`config.mk`:
```
export PLATFORM = sky130hd
export DESIGN_NAME = skid_fifo_buffer
export DESIGN_NICKNAME = d
export VERILOG_FILES = /design/src/rtl/skid_fifo_buffer.sv
export SDC_FILE = /design/constraint.sdc
export NUM_CORES = 1
export LEC_CHECK = 0
export BUFFER_PORTS_ARGS = -buffer_cell sky130_fd_sc_hd__buf_2
export CAP_MARGIN = 20
export CORE_MARGIN = 2
export CORE_UTILIZATION = 46
export DETAILED_ROUTE_END_ITERATION = 7
export GPL_ROUTABILITY_DRIVEN = 0
export PLACE_DENSITY = 0.74
export SETUP_SLACK_MARGIN = 0.4
export SLEW_MARGIN = 25
export SYNTH_ARGS = -nofsm -noshare
export SYNTH_HDL_FRONTEND = slang
export SYNTH_SLANG_ARGS = --single-unit
```
`constraint.sdc`:
```
create_clock -name i_clk -period 1.99 [get_ports i_clk]
set_clock_uncertainty 0.2 [all_clocks]
set_input_delay 0 -clock i_clk [delete_from_list [all_inputs] [get_ports i_clk]]
set_output_delay 0 -clock i_clk [all_outputs]
set_load 0.005 [all_outputs]
```
`src/rtl/skid_fifo_buffer.sv`:
```
// Elastic valid/ready skid buffer over a DEPTH-entry circular store; ready depends only on registered state.
// Define SKID_FIFO_BYPASS_EN to let beats fall straight through while the store is empty.
module skid_fifo_buffer #(
    parameter int DW    = 32,
    parameter int DEPTH = 2,
    localparam int CW   = $clog2(DEPTH + 1)
) (
    input  logic          i_clk,
    input  logic          i_reset,
    input  logic          i_flush,
    input  logic          i_valid,
    output logic          o_ready,
    input  logic [DW-1:0] i_data,
    output logic          o_valid,
    input  logic          i_ready,
    output logic [DW-1:0] o_data,
    output logic [CW-1:0] o_count
);

    localparam int PW = (DEPTH > 1) ? $clog2(DEPTH) : 1;

    logic [DW-1:0]    mem_reg [DEPTH];
    logic [PW-1:0]    wr_ptr_reg, wr_ptr_next;
    logic [PW-1:0]    rd_ptr_reg, rd_ptr_next;
    logic [CW-1:0]    count_reg, count_next;
    logic             empty, full, push, pop;
    logic [DEPTH-1:0] wr_en;

    assign empty   = (count_reg == '0);
    assign full    = (count_reg == CW'(DEPTH));
    assign o_ready = !i_reset && !full;
    assign o_count = count_reg;

`ifdef SKID_FIFO_BYPASS_EN
    logic pass_through;

    // An empty store exposes the upstream beat directly; a beat taken in the
    // same cycle never touches the store.
    always_comb begin
        pass_through = empty && i_valid && i_ready;
        o_valid      = !i_reset && (empty ? i_valid : 1'b1);
        o_data       = (empty && !i_reset) ? i_data : mem_reg[rd_ptr_reg];
        push         = i_valid && o_ready && !pass_through;
        pop          = !empty && o_valid && i_ready;
    end
`else
    always_comb begin
        o_valid = !i_reset && !empty;
        o_data  = mem_reg[rd_ptr_reg];
        push    = i_valid && o_ready;
        pop     = o_valid && i_ready;
    end
`endif

    // Pointer wrap uses an explicit compare so non-power-of-2 depths work.
    always_comb begin
        wr_ptr_next = wr_ptr_reg;
        rd_ptr_next = rd_ptr_reg;
        count_next  = count_reg;
        if (i_flush) begin
            wr_ptr_next = '0;
            rd_ptr_next = '0;
            count_next  = '0;
        end else begin
            if (push)
                wr_ptr_next = (wr_ptr_reg == PW'(DEPTH - 1)) ? '0 : wr_ptr_reg + 1'b1;
            if (pop)
                rd_ptr_next = (rd_ptr_reg == PW'(DEPTH - 1)) ? '0 : rd_ptr_reg + 1'b1;
            case ({push, pop})
                2'b10:   count_next = count_reg + 1'b1;
                2'b01:   count_next = count_reg - 1'b1;
                default: count_next = count_reg;
            endcase
        end
    end

    always_ff @(posedge i_clk or posedge i_reset) begin
        if (i_reset) begin
            wr_ptr_reg <= '0;
            rd_ptr_reg <= '0;
            count_reg  <= '0;
        end else begin
            wr_ptr_reg <= wr_ptr_next;
            rd_ptr_reg <= rd_ptr_next;
            count_reg  <= count_next;
        end
    end

    for (genvar gi = 0; gi < DEPTH; gi++) begin : g_wr_en
        assign wr_en[gi] = push && !i_flush && (wr_ptr_reg == PW'(gi));
    end

    always_ff @(posedge i_clk or posedge i_reset) begin
        if (i_reset) begin
            for (int i = 0; i < DEPTH; i++)
                mem_reg[i] <= '0;
        end else begin
            for (int i = 0; i < DEPTH; i++)
                if (wr_en[i])
                    mem_reg[i] <= i_data;
        end
    end

endmodule

```
# --- After elaboration in Yosys (flattened, before gate mapping) ---
# Cells that the tools add are included.
# Widths: inputs -> output; s select.
word_totals:
  ff_bits: 68
  inputBits: 37
  out_inout_bits: 36
op_classes:
  n_addsub: 4
  magnitude_cmp: 1
  n_eq_ne: 3
  mux: 11
  n_bitwise: 2
  reduce_logical: 15
ops:
  columns: ["cell", "n"]
  rows:
  - ["$mux 32", 3]
  - ["$logic_and 1x1->1", 7]
  - ["$mux 1", 6]
  - ["$eq 2x2->1 const B", 2]
  - ["$logic_not 1->1", 4]
  - ["$pmux 2 s2", 1]
  - ["$reduce_bool 2->1", 2]
  - ["$reduce_bool 3->1", 1]
  - ["$add 1x1->1 const B", 2]
  - ["$add 2x1->2 const B", 1]
  - ["$eq 2x1->1 const B", 1]
  - ["$ge 2x2->1 const B", 1]
  - ["$logic_not 2->1", 1]
  - ["$mux 2", 1]
  - ["$not 1->2", 1]
  - ["$sub 2x1->2 const B", 1]
  - ["$not 1->1", 1]

# --- Logic depth before layout (Yosys ltp) ---
# Gate-level depths: netlist (run 1).
logic_depth:
  depth_word: 7
  ltp_mapped: 5

# --- Least setup slack after synthesis (run 1) ---
# Ideal clock, no wire load.
synth_path:
  path_type: "input-to-reg"
  start: "input port i_reset"
  end: "register count_reg[1], in the netlist o_count[1]"
  t_arrival_ns: 1.865
  t_required_ns: 1.688
  slack_ns: -0.177
  cell_stages: 3
  n_path_buf: 0
  path_cell_list: "inv_1 a31oi_1 o32ai_1"
synth_via:
  elab_chain_cells: 6
synth_rtl:
  columns: ["item", "line", "rtl"]
  rows:
  - ["from (decl)", "9", "input logic i_reset,"]
  - ["$logic_not 1->1 (no line) *", null, null]
  - ["$logic_and 1x1->1 (on tied branches)", "48, 31", null]
  - ["$logic_and 1x1->1 (on tied branches)", "51, 50", null]
  - ["$eq 2x1->1 or $eq 2x2->1 (tied branches)", "69", "case ({push, pop})"]
  - ["$pmux 2 s2", "69", null]
  - ["$mux 2", "60", "if (i_flush) begin"]
  - ["to (signal assigned)", "85", "count_reg <= count_next;"]
  - ["to (decl)", "25", "logic [CW-1:0] count_reg, count_next;"]
# Every way passes the cells marked *; elsewhere a longest branch is shown, timed or not.
# A chain may end at the register's enable or synchronous reset.

# --- Worst setup path in the final report (run 1) ---
layout_path:
  start: "register count_reg[1], in the netlist o_count[1]"
  end: "register mem_reg[61] (netlist name)"
layout_via:
  elab_chain_cells: 6
layout_rtl:
  columns: ["item", "line", "rtl"]
  rows:
  - ["$eq 2x2->1", "30", "assign full = (count_reg == CW'(DEPTH));"]
  - ["$logic_not 1->1", "31", "assign o_ready = !i_reset && !full;"]
  - ["$logic_and 1x1->1", "31", null]
  - ["$logic_and 1x1->1", "50", "push = i_valid && o_ready;"]
  - ["$logic_and 1x1->1 (2 in a row)", "90", "assign wr_en[gi] = push && !i_flush && (wr_ptr_reg == PW'(gi));"]
  - ["to (signal, indexed assignment)", "100", "mem_reg[i] <= i_data;"]
  - ["to (decl)", "22", "logic [DW-1:0] mem_reg [DEPTH];"]
# No other way between the ends.

==> key figures, run 1 <==
Die
  • Die height: around 87 um
  • Core Region: 6720 um^2
  • Row count: 30
  • Die area: 7560 um^2
  • Effective utilization at floorplan: 0.471
  • Chip Width: 87.0 um
  • Io pins: 73

STA
  • Fin Setup TNS: 0 ns
  • Max-slew headroom: 0.669
  • Worst-Margin Slew: about 0.50 ns
  • Fin crit share: 0.953
  • Final setup vio count: 0
  • Min cycle time layout: around 1.9 ns
  • Final Slew Violations: 0
  • Setup WS post-layout: ~0.094 ns
  • Unrepaired setup endpoints after global routing: true
  • Hold Vio Cnt, Final: 0
  • Peak Freq: 0.528 GHz

Critical path
  • R2R depth: 4
  • Worst Setup SP: o_count[1]
  • Crit path kind: flip-flop to flip-flop
  • Worst-path fanout max: 21
  • CP max stage cell: or4_4
  • Crit path cell chain: nor2b_4 > or4_4 > buf_12 > mux2_4
  • Crit path DAT: between 1.5 and 2 ns
  • Worst Setup EP: mem_reg[61]
  • Critical R2R Launch: o_count[1]
  • Reg2reg end: mem_reg[61]
  • Worst EP required: 2.01 ns
  • FF-to-FF setup slack: ~0.094 ns
  • CP endpoint kind: flip-flop
  • Slowest Stage Delay on Critical Path: ~0.51 ns
  • Startpoint Class: flip-flop

Synthesis
  • Synthesized Nets: about 240
  • Syn avg cell area: between 15 and 20 um^2
  • Post-synthesis register bit count: a little under 70
  • Synth warn: 0
  • Register area share after synthesis: 0.537
  • Post-Synthesis Cells: 201
  • Yosys cell types: 23
  • Netlist Area Pre-Place: between 3000 and 4000 um^2

Route
  • Final wirelength: about 7800 um
  • Routed Antenna Nets: 0
  • Avg WL per Cell: ~18 um
  • DRT iter0 DRCs: 51
  • DRC: 0
  • Iteration count of the initial detailed-routing pass: 5
  • DR vias/cell: roughly 5.2
  • Vias: approximately 2.2k

Power
  • PD cells: 870 nW/um^2
  • Leak Pwr: 2.43 nW
  • IR drop worst, VDD: around 550 uV

Global routing
  • Total grt overflow: 0
  • Largest net degree at the start of global routing: 39
  • Initial antenna violation count: 0
  • Global-route wire length before repair: 11900 um
  • Vias in the first global route: 2391
  • GRT Util Overall: 0.205

Final layout
  • Fillers: between 400 and 500
  • Max FFs per register: between 60 and 70
  • Commonest non-fill, non-tap cell in the layout: mux2_4
  • Ant. Diodes: 0
  • Area of the multi-input gates: between 1500 and 2000 um^2
  • Layout cells sized above 1: 0.642
  • Flip-flop and latch area: approximately 1700 um^2
  • Final core occ: 0.743
  • P&R area growth vs syn: 57.6%
  • Nets: 376
  • Non-Filler Instances: around 420
  • Most frequent cells in the layout: mux2_4, dfrtp_1, buf_2

CTS
  • Clock root buffer: clkbuf_8
  • TritonCTS buffer count: 9
  • Clock slew at reported path FFs: approximately 0.080 ns
  • CTS tree: done
  • Longest Clk Path Bufs: 2
  • Clock Latency Late Sink: 0.34 ns
  • H-Tree Depth: 3
  • # clock sinks: 68

Placement
  • Setup WS pre-CTS: around 0.11 ns
  • Placed cell count: approximately 350
  • PortBufs: roughly 70
  • Post-DP HPWL: slightly below 4000 um

Flow run
  • Max Cap Viol: 0

Outcome
  • Outcome: finished, final reports clean

Min path
  • Min-Delay Path Class: input pin to output port
## through the flow
step	cell area [um^2]	power (mW)	hold slack (ns)
2_1_floorplan	3180	2.45	-0.169
6_report	4990	4.34	0.0592
5_1_grt	4990	4.55	0.0689
3_3_place_gp	3640	2.73	-0.265
3_5_place_dp	3640	2.76	-0.265
4_1_cts	4680	4.06	0.0510
## layer usage
metal	vias up	global-route usage	wire [um]
met5	-	0	0
met4	0	0.0682	111
met3	12	0.0417	338
met2	65	0.319	3650
met1	1126	0.288	3730
li1	1004	-	-
## cell usage after synthesis
library cell	number	area (um^2)
dfrtp_1	68	1700
mux2_2	67	754
mux2_4	30	450
a21oi_1	4	20.0
clkbuf_1	4	15.0
buf_12	3	60.1
buf_2	3	15.0
inv_1	3	11.3
o21ai_0	3	15.0
nand2b_1	2	12.5
or3_1	2	12.5
a211oi_1	1	7.51
a31oi_1	1	6.26
buf_6	1	11.3
nor2_1	1	3.75
nor2b_1	1	6.26
nor2b_2	1	8.76
nor3_1	1	5.00
nor4b_2	1	15.0
o21bai_1	1	7.51
o32ai_1	1	8.76
or2b_1	1	7.51
or4_4	1	11.3
## worst min-delay path by stage
| stage | start | to | slack, ns | cells past startpoint |
|---|---|---|---|---|
| floorplan | i_reset | o_ready | -0.17 | 1 |
| global placement | i_reset | o_count[0] | -0.26 | 2 |
| detailed placement | i_reset | o_count[0] | -0.26 | 2 |
| CTS | i_reset | o_ready | 0.05 | 3 |
| global route | i_reset | o_ready | 0.07 | 3 |
| finish | i_reset | o_ready | 0.06 | 3 |
## area by class of cell
type	instances	area share
Clock buffer	11	0.0303
Multi-Input combinational cell	119	0.322
Inverter	3	0.00301
Tap cell	80	0.0201
Sequential cell	68	0.341
Clock inverter	5	0.00702
Timing Repair Buffer	138	0.276
## logic make-up (layout without fill, tap and decap cells)
family | Yosys count | count (layout) | synth area share
flip-flops | 68 | 68 | 0.537
buffers and inverters | 14 | 157 | 0.0356
multiplexers | 97 | 97 | 0.380
AO/OA/AOI/OAI | 11 | 11 | 0.0205
AND/OR/NAND/NOR | 11 | 11 | 0.0261
## critical path: cells and delay by family (launching register included)
| kind | cells | cell delay (ns) |
|---|---|---|
| AND/OR/NAND/NOR | 2 | 0.66 |
| flip-flops | 1 | 0.39 |
| multiplexers | 1 | 0.31 |
| buffers and inverters | 1 | 0.20 |
## report_power, final
group / internal (mW) / leakage [nW] / switching (mW)
sequential: 1.70 / 0.837 / 0.197
combinational: 1.01 / 1.50 / 0.375
clock: 0.523 / 0.0957 / 0.541
## what timing repair did
action,in CTS,in global routing
buffers inserted,9,1
pin swaps,0,1
resized for setup,53,64
hold buffers,38,0
endpoints found under the hold margin,136,0
endpoints found under the setup margin,96,98
cloned,8,0
Note: power is estimated with default switching activity, not from simulation.
==> run 2, diff against run 1 <==
CELL_PAD_IN_SITES_DETAIL_PLACEMENT = 1   (was not set)
CELL_PAD_IN_SITES_GLOBAL_PLACEMENT = 2   (was not set)
CORE_UTILIZATION = 34   (was 46)
PLACE_DENSITY = 0.77   (was 0.74)
==> key figures, run 2 (synthesized netlist as in run 1, its figures left out) <==
Outcome
  • Outcome: finished, final reports clean

STA
  • Fin Setup TNS: 0 ns
  • Min cycle time layout: 1.89 ns
  • Unrepaired setup endpoints after global routing: true
  • Max-slew headroom: 0.795
  • Final Slew Violations: 0
  • Worst-Margin Slew: around 0.31 ns
  • Hold Vio Cnt, Final: 0
  • Peak Freq: between 0.5 and 0.6 GHz
  • Final setup vio count: 0
  • Fin crit share: 0.948

CTS
  • # clock sinks: 68
  • Clock slew at reported path FFs: approximately 0.08 ns
  • Longest Clk Path Bufs: 2
  • TritonCTS buffer count: 9
  • CTS tree: done
  • H-Tree Depth: 3
  • Clock root buffer: clkbuf_8
  • Clock Latency Late Sink: 0.34 ns

Die
  • Effective utilization at floorplan: 0.346
  • Die height: roughly 100 um
  • Core Region: approximately 9200 um^2
  • Die area: roughly 10000 um^2
  • Chip Width: 101 um
  • Io pins: between 70 and 80
  • Row count: 35

Final layout
  • Fin area: 4740 um^2
  • Fillers: slightly above 900
  • Flip-flop and latch area: around 1700 um^2
  • Area of the multi-input gates: ~1500 um^2
  • Most frequent cells in the layout: dfrtp_1, mux2_4, buf_2
  • Commonest non-fill, non-tap cell in the layout: dfrtp_1
  • Nets: approximately 370
  • Ant. Diodes: 0
  • Max FFs per register: 64
  • Layout cells sized above 1: 0.631
  • P&R area growth vs syn: 49.8%

Placement
  • Post-DP Area: 3690 um^2
  • Post-DP HPWL: 4530 um
  • PortBufs: 72

Power
  • Tot Pwr: about 4.3 mW
  • PD cells: 915 nW/um^2
  • IR drop worst, VDD: between 300 and 400 uV
  • Logic pwr share: 0.273
  • Switching share of power: 0.254
  • Sequential share of power: 0.433
  • Clock Power Share: 0.293
  • Leak Pwr: between 2 and 2.5 nW
  • Int Power: 3.24 mW
  • P_sw: around 1.1 mW

Critical path
  • CP endpoint kind: flip-flop
  • Crit path DAT: approximately 1.9 ns
  • FF-to-FF setup slack: between 0.1 and 0.15 ns
  • Worst EP required: 2.01 ns
  • Worst-path fanout max: 21
  • Crit path kind: flip-flop to flip-flop
  • Startpoint Class: flip-flop

Global routing
  • Total grt overflow: 0
  • Largest net degree at the start of global routing: 55
  • Initial antenna violation count: 0
  • Global-route wire length before repair: between 10000 and 15000 um
  • GRT Util Overall: 0.167
  • Vias in the first global route: 2309

Route
  • Final wirelength: between 8000 and 9000 um
  • DRC: 0
  • Iteration count of the initial detailed-routing pass: 4
  • Vias: 2136
  • Routed Antenna Nets: 0
  • Avg WL per Cell: between 15 and 20 um
  • DRT iter0 DRCs: 27
  • DR vias/cell: approximately 4.7

Min path
  • Min-Delay Path Class: input pin to flip-flop

Flow run
  • Max Cap Viol: 0
run 2: changes by cell type in the layout (fill, tap and decap cells not counted), moves of 3 or more:
cell	previous run	this run
buf_16	7	2
mux2_2	6	32
mux2_4	91	65
buf_2	43	60
clkbuf_16	0	3
buf_6	35	19
run 2: repair_timing:
item / 4_1_cts / 5_1_grt
setup buffers: 4 / 6
hold buffers: 37 / 0
endpoints found under the hold margin: 136 / 0
resized for setup: 14 / 48
cloned: 3 / 3
endpoints found under the setup margin: 97 / 97
pin swaps: 1 / 1
run 2: final cells by class:
cell class / count / area share
clock buffers: 10 / 0.0269
clock inverters: 6 / 0.0185
inverters: 3 / 0.00317
multi-input cells: 119 / 0.317
flip-flops and latches: 68 / 0.359
well taps: 111 / 0.0293
repair buffers: 133 / 0.247
run 2: worst max-delay path: stages (launching register included):
cell and delay (ns):
dfrtp_1 0.38, nor2b_4 0.14, or4_4 0.51, buf_12 0.20, mux2_4 0.32
run 2: through the flow:
| step | hold WS [ns] | worst slack, ns | util | instances |
|---|---|---|---|---|
| 6_report | 0.00807 | 0.103 | 0.518 | 450 |
| 5_1_grt | 0.0501 | 0.0647 | 0.518 | 450 |
| 4_1_cts | 0.00458 | 0.0925 | 0.485 | 441 |
| 3_5_place_dp | -0.138 | 0.110 | 0.403 | 381 |
| 3_3_place_gp | -0.133 | 0.140 | 0.403 | 381 |
| 2_1_floorplan | -0.169 | 0.0487 | - | 201 |
run 2: final timing paths:
check,from,to,cells past startpoint
worst max-delay path,o_count[1],mem_reg[52],4
worst min-delay path,i_reset,wr_ptr_reg,4
min in group asynchronous,i_reset,mem_reg[40],4
worst max register to register,o_count[1],mem_reg[52],4
worst min register to register,mem_reg[32],mem_reg[32],1
max in group asynchronous,i_reset,rd_ptr_reg,5
run 2: power groups by stage:
stage | logic, mW | clock network [mW] | registers [mW]
6_report | 1.19 | 1.27 | 1.88
5_1_grt | 1.28 | 1.37 | 1.93
4_1_cts | 1.00 | 1.31 | 1.87
3_5_place_dp | 0.903 | 0 | 1.89
3_3_place_gp | 0.872 | 0 | 1.87
2_1_floorplan | 0.622 | 0 | 1.83
run 2: routing by layer:
layer,share of wire,GRT usage
met1,0.43,0.215
met2,0.52,0.287
met3,0.038,0.0402
met4,0.0074,0.0379
met5,0,0
